--- src/rtl/doodle_motion.sv ---
// Per-frame doodle physics: horizontal integration with screen wrap, vertical
// jump/gravity with platform bounce, and death on reaching the floor.
module doodle_motion #(
    parameter int SCREEN_W      = 640,
    parameter int SCREEN_H      = 480,
    parameter int DOODLE_H      = 32,
    parameter int START_X       = 304,
    parameter int START_Y       = 400,
    parameter int JUMP_VELOCITY = 16,
    parameter int GRAVITY       = 1,
    parameter int MAX_FALL      = 16
) (
    input  logic              clk,
    input  logic              rst,
    input  logic              frame_tick,
    input  logic              start,
    input  logic signed [8:0] delta_x,
    input  logic              platform_hit,
    output logic        [9:0] doodle_x,
    output logic        [9:0] doodle_y,
    output logic signed [6:0] vel_y,
    output logic              in_air,
    output logic              dead,
    output logic              bounce
);

    typedef enum logic [1:0] {
        IDLE,
        AIR,
        DEAD
    } state_t;

    localparam logic        [9:0]  START_X_V  = 10'(START_X);
    localparam logic        [9:0]  START_Y_V  = 10'(START_Y);
    localparam logic        [9:0]  WIDTH_V    = 10'(SCREEN_W);
    localparam logic signed [10:0] WIDTH_S    = 11'(SCREEN_W);
    localparam logic signed [6:0]  JUMP_V     = 7'(JUMP_VELOCITY);
    localparam logic signed [7:0]  GRAVITY_V  = 8'(GRAVITY);
    localparam logic signed [7:0]  MIN_VEL    = 8'(-MAX_FALL);
    localparam logic        [10:0] FLOOR_V    = 11'(SCREEN_H);
    localparam logic        [10:0] DOODLE_H_V = 11'(DOODLE_H);
    localparam logic        [9:0]  DEATH_Y    = 10'(SCREEN_H - DOODLE_H);

    state_t            state_q, state_d;
    logic        [9:0] x_q, x_d;
    logic        [9:0] y_q, y_d;
    logic signed [6:0] vel_q, vel_d;
    logic              in_air_q, in_air_d;
    logic              dead_q, dead_d;
    logic              bounce_q, bounce_d;

    logic signed [10:0] sum_x;
    logic signed [10:0] next_y;
    logic signed [7:0]  vel_dec;

    // Candidate values for one physics step; only committed in AIR on a tick.
    always_comb begin
        sum_x   = $signed({1'b0, x_q}) + {{2{delta_x[8]}}, delta_x};
        next_y  = $signed({1'b0, y_q}) - {{4{vel_q[6]}}, vel_q};
        vel_dec = {vel_q[6], vel_q} - GRAVITY_V;
    end

    always_comb begin
        state_d  = state_q;
        x_d      = x_q;
        y_d      = y_q;
        vel_d    = vel_q;
        bounce_d = 1'b0;

        case (state_q)
            IDLE, DEAD: begin
                if (start) begin
                    x_d     = START_X_V;
                    y_d     = START_Y_V;
                    vel_d   = JUMP_V;
                    state_d = AIR;
                end
            end
            AIR: begin
                if (frame_tick) begin
                    if (sum_x[10]) begin
                        x_d = sum_x[9:0] + WIDTH_V;
                    end else if (sum_x >= WIDTH_S) begin
                        x_d = sum_x[9:0] - WIDTH_V;
                    end else begin
                        x_d = sum_x[9:0];
                    end

                    // Platforms only catch a falling doodle.
                    if (platform_hit && vel_q[6]) begin
                        vel_d    = JUMP_V;
                        bounce_d = 1'b1;
                    end else begin
                        y_d   = next_y[10] ? 10'd0 : next_y[9:0];
                        vel_d = (vel_dec < MIN_VEL) ? MIN_VEL[6:0] : vel_dec[6:0];
                    end

                    if ({1'b0, y_d} + DOODLE_H_V >= FLOOR_V) begin
                        y_d     = DEATH_Y;
                        state_d = DEAD;
                    end
                end
            end
            default: state_d = IDLE;
        endcase

        in_air_d = (state_d == AIR);
        dead_d   = (state_d == DEAD);
    end

    always_ff @(posedge clk) begin
        if (!rst) begin
            state_q  <= IDLE;
            x_q      <= START_X_V;
            y_q      <= START_Y_V;
            vel_q    <= '0;
            in_air_q <= 1'b0;
            dead_q   <= 1'b0;
            bounce_q <= 1'b0;
        end else begin
            state_q  <= state_d;
            x_q      <= x_d;
            y_q      <= y_d;
            vel_q    <= vel_d;
            in_air_q <= in_air_d;
            dead_q   <= dead_d;
            bounce_q <= bounce_d;
        end
    end

    assign doodle_x = x_q;
    assign doodle_y = y_q;
    assign vel_y    = vel_q;
    assign in_air   = in_air_q;
    assign dead     = dead_q;
    assign bounce   = bounce_q;

endmodule

--- config.mk ---
export PLATFORM = sky130hd
export DESIGN_NAME = doodle_motion
export DESIGN_NICKNAME = d
export VERILOG_FILES = /design/src/rtl/doodle_motion.sv
export SDC_FILE = /design/constraint.sdc
export NUM_CORES = 1
export LEC_CHECK = 0
export ABC_AREA = 1
export BUFFER_PORTS_ARGS = -buffer_cell sky130_fd_sc_hd__buf_4
export CORE_MARGIN = 4
export CORE_UTILIZATION = 45
export CTS_CLUSTER_DIAMETER = 60
export CTS_CLUSTER_SIZE = 12
export DETAILED_ROUTE_END_ITERATION = 6
export PLACE_DENSITY_LB_ADDON = 0.1
export SETUP_SLACK_MARGIN = 0.15
export SLEW_MARGIN = 10
export SYNTH_ARGS = -nofsm -noshare
export SYNTH_HDL_FRONTEND = slang
export SYNTH_SLANG_ARGS = --single-unit
--- constraint.sdc ---
create_clock -name clk -period 6 [get_ports clk]
set_input_delay 0.3 -clock clk [delete_from_list [all_inputs] [get_ports clk]]
set_output_delay 0.3 -clock clk [all_outputs]
set_load 0.005 [all_outputs]
==> metrics.md <==
| Metric | Value |
|---|---|
| Status | `finished, final reports clean` |
| Syn_nets | `a little under 500` |
| Post-CTS setup buffers | `0` |
| Tightest Pin Transition | `roughly 0.87 ns` |
| Final Max Tran Viols | `0` |
| Crit-path max FO | `10` |
| Synth Area in Adders | `0.122` |
| Starting Density | `0.476` |
| Hold-fix buffers, CTS | `0` |
| CTS Buf Count | `5` |
| Simple-gate portion of the synthesized area | `0.409` |
| RSZ-0062 raised after global routing | `false` |
| Clock latency on the worst-skew pair | `~0.28 ns` |
| Worst slack, placed | `between 2 and 3 ns` |
| Final critical-path share of the clock period | `0.548` |
| Antenna diode count | `0` |
| Setup skew after layout | `~0.0037 ns` |
| Root Buffer | `clkbuf_8` |
| Max Root-Sink Buffers | `2` |
| Reg2reg start | `vel_y[6]$_SDFFE_PN0P_` |
| Netlist cell types | `39` |
| Min Clock Period, post-route | `3.29 ns` |
| Synth Area in Compound Gates | `0.113` |
| Placed Area | `approximately 3200 µm²` |
| I/O Pins | `44` |
| Register area | `roughly 640 µm²` |
| Remaining global-route overflow | `0` |
| Initial antenna violation count | `0` |
| Crit path cell chain | `inv_1, ha_1, nand2_1, nor2_2, nand3_1, nand3_1, nand2_2, nand2_4, nand2_2, nand2_4, inv_1, ha_1, nand3b_1, nor2_1, nand3_1, nor2_2, nand3_2, nand2_4, nand2_1, nand2_1, a21oi_1` |
| Row count | `28` |
| Worst hold endpoint | `doodle_y[8]$_SDFFE_PN1P_` |
| Placed cell count | `about 560` |
| Final Cell Area | `~3400 µm²` |
| Largest net degree at the start of global routing | `26` |
| Fmax | `between 300 and 400 MHz` |
| Share of post-route cells with drive strength above 1 | `0.159` |
| Iter 0 DRT Violations | `about 110` |
| Post-route insts no fill | `around 570` |
| Area of the multi-input gates | `~2000 µm²` |
| DR pass1 iterations | `4` |
| DIE AREA | `7750 µm²` |
| Synthesized cell area | `2880 µm²` |
| Sequential-to-total area share from yosys stat | `0.222` |
| Gpl congestion | `between 0.8 and 0.9` |
| DRT antenna net count | `0` |
| Die Y | `roughly 88 µm` |
| Synth Register Bits | `32` |
| Final setup viols | `0` |
| Hold Path Cell Cnt | `2` |
| Cts repair resizes | `0` |
| CP Depth | `21` |
| Post-Syn Area per Cell | `6.34 µm²` |
| Via density | `5.20` |
| Worst EP arrival | `between 3 and 4 ns` |
| Mux contribution to synthesized area | `0` |
| Leak Pwr | `0.00170 µW` |
| Maximum vdd drop | `0.000148 V` |
| Slowest stage delay, CP | `between 0.4 and 0.5 ns` |
| Main combinational cell family by area after synthesis | `simple AND/OR/NAND/NOR gates` |
| Residual DRC count | `0` |
| H-Tree Depth | `2` |
| Cell family contributing the most delay on the critical path | `simple AND/OR/NAND/NOR gates` |
| Xor/xnor share of the synthesized area | `0.0334` |
| CP Buf/Inv Count | `2` |
| R2R depth | `21` |
| Pwr Density | `324 nW/µm²` |
| CP Capture Type | `register` |
| R2r endpoint | `in_air$_SDFF_PN0_` |
| Worst setup path class | `register to register` |
| Area grow syn2layout | `16.3%` |
| Vias in the first global route | `between 2,000 and 3,000` |
| Final hold violations | `0` |
| Clock slew at reported path FFs | `roughly 0.07 ns` |
| Worst hold path type | `input port to register` |
| Synth Instances | `about 460` |
| Routed vias | `~3,000` |
| Setup ws final | `roughly 2.7 ns` |
| Fill count | `between 600 and 700` |
| Gr usage total | `0.206` |
| Startpoint types | `register` |
| Final core occ | `0.553` |
| Yosys warning count | `0` |
| Die Width | `just under 90 µm` |
| CP max stage cell | `dfxtp_1` |
| Core Area | `6060 µm²` |
| CP required | `6.13 ns` |
| MaxCap Viol Count | `0` |
| Final TNS setup | `0 ns` |
| CTS tree | `built` |
| Port buffer count | `43` |
| First-pass GRT wire length | `about 13,000 µm` |
| Worst hold start | `rst` |
| Layout Nets | `between 500 and 600` |
| FF-to-FF setup slack | `2.71 ns` |
| Dpl hpwl | `about 6000 µm` |
| Slew headroom | `0.421` |
| WL/cell | `about 13 µm` |
| TritonCTS Sinks | `32` |
| WL final | `7540 µm` |
## power breakdown
| part | total (µW) | switching (µW) | leakage, µW | internal (µW) |
|---|---|---|---|---|
| Sequential | 256 | 22.4 | 0.000261 | 234 |
| Clock | 206 | 82.7 | 0.0000552 | 123 |
| Combinational | 625 | 396 | 0.00138 | 229 |
## flip-flops by register name (all words and copies together), names as in the netlist
signal	cells
in_air	1
bounce	1
dead	1
doodle_x	10
state_q	2
doodle_y	10
vel_y	7
## cells in the mapped netlist, drive strengths merged
cell / instances / area share
or2: 4 / 0.0087
o22ai: 1 / 0.0022
o21ai: 11 / 0.019
nor3b: 1 / 0.0026
inv: 62 / 0.081
nor2: 39 / 0.061
buf: 5 / 0.013
fa: 2 / 0.014
a31oi: 2 / 0.0043
nand3: 36 / 0.069
o21a: 1 / 0.0026
a22oi: 1 / 0.0026
a221oi: 1 / 0.0030
xor2: 10 / 0.030
nor4: 1 / 0.0022
o32ai: 1 / 0.0030
nor3: 2 / 0.0035
nand4: 12 / 0.026
o311ai: 1 / 0.0030
o21bai: 2 / 0.0052
a21o: 1 / 0.0026
dfxtp: 32 / 0.22
nand2: 154 / 0.22
o31ai: 1 / 0.0026
a21oi: 33 / 0.057
ha: 25 / 0.11
xnor2: 1 / 0.0030
nand3b: 5 / 0.013
clkinv: 1 / 0.0013
clkbuf: 4 / 0.0052
and3: 1 / 0.0022
a211oi: 2 / 0.0052
## per-layer routing
layer	track usage	up-vias	wire, µm
met3	0.0273	10	267
met5	0	-	0
met2	0.377	56	3820
met4	0.0673	0	128
li1	-	1556	-
met1	0.248	1353	3320
## kinds of logic after synthesis
kind of cell             count (synthesis)
AO/OA/AOI/OAI                           58
adder cells (fa/ha/maj)                 27
AND/OR/NAND/NOR                        255
XOR/XNOR                                11
flip-flops                              32
buffers and inverters                   72
## metrics by stage
stage | power (µW) | hold WS, ns
2_1_floorplan | 739 | 0.474
3_3_place_gp | 878 | 0.470
3_5_place_dp | 886 | 0.476
4_1_cts | 1090 | 0.288
5_1_grt | 1200 | 0.290
6_report | 1090 | 0.295
## worst max-delay path by stage
| stage | from | to | slack (ns) |
|---|---|---|---|
| floorplan | vel_y[6]$_SDFFE_PN0P_ | state_q[0]$_SDFF_PN0_ | 3.14 |
| global placement | vel_y[6]$_SDFFE_PN0P_ | state_q[0]$_SDFF_PN0_ | 2.89 |
| detailed placement | vel_y[6]$_SDFFE_PN0P_ | in_air$_SDFF_PN0_ | 2.76 |
| CTS | vel_y[6]$_SDFFE_PN0P_ | in_air$_SDFF_PN0_ | 2.74 |
| global route | vel_y[6]$_SDFFE_PN0P_ | in_air$_SDFF_PN0_ | 2.39 |
| finish | vel_y[6]$_SDFFE_PN0P_ | in_air$_SDFF_PN0_ | 2.71 |
## cell usage in the layout, fill, tap and decap left out, types with 2 or more instances in the layout
master	instances
a21oi_1	33
nand3_2	4
a211oi_1	2
o21ai_0	11
nand3_1	32
inv_1	62
nor2_2	5
nand4_1	12
fa_1	2
a31oi_1	2
clkbuf_8	5
nor3_1	2
nand2_2	11
or2_2	4
o21bai_1	2
buf_4	43
nand2_1	139
nor2_1	33
nand2_4	4
ha_1	25
dfxtp_1	32
xor2_1	10
nand3b_1	5
## cell type report
cell class,count,area share
Inverter,63,0.0705
Tap cell,75,0.0280
Clock inverter,2,0.0104
Clock buffer,6,0.0216
Sequential cell,32,0.191
Multi-Input combinational cell,351,0.582
Timing Repair Buffer,43,0.0962
No activity file was read; power rests on OpenSTA's default activity.
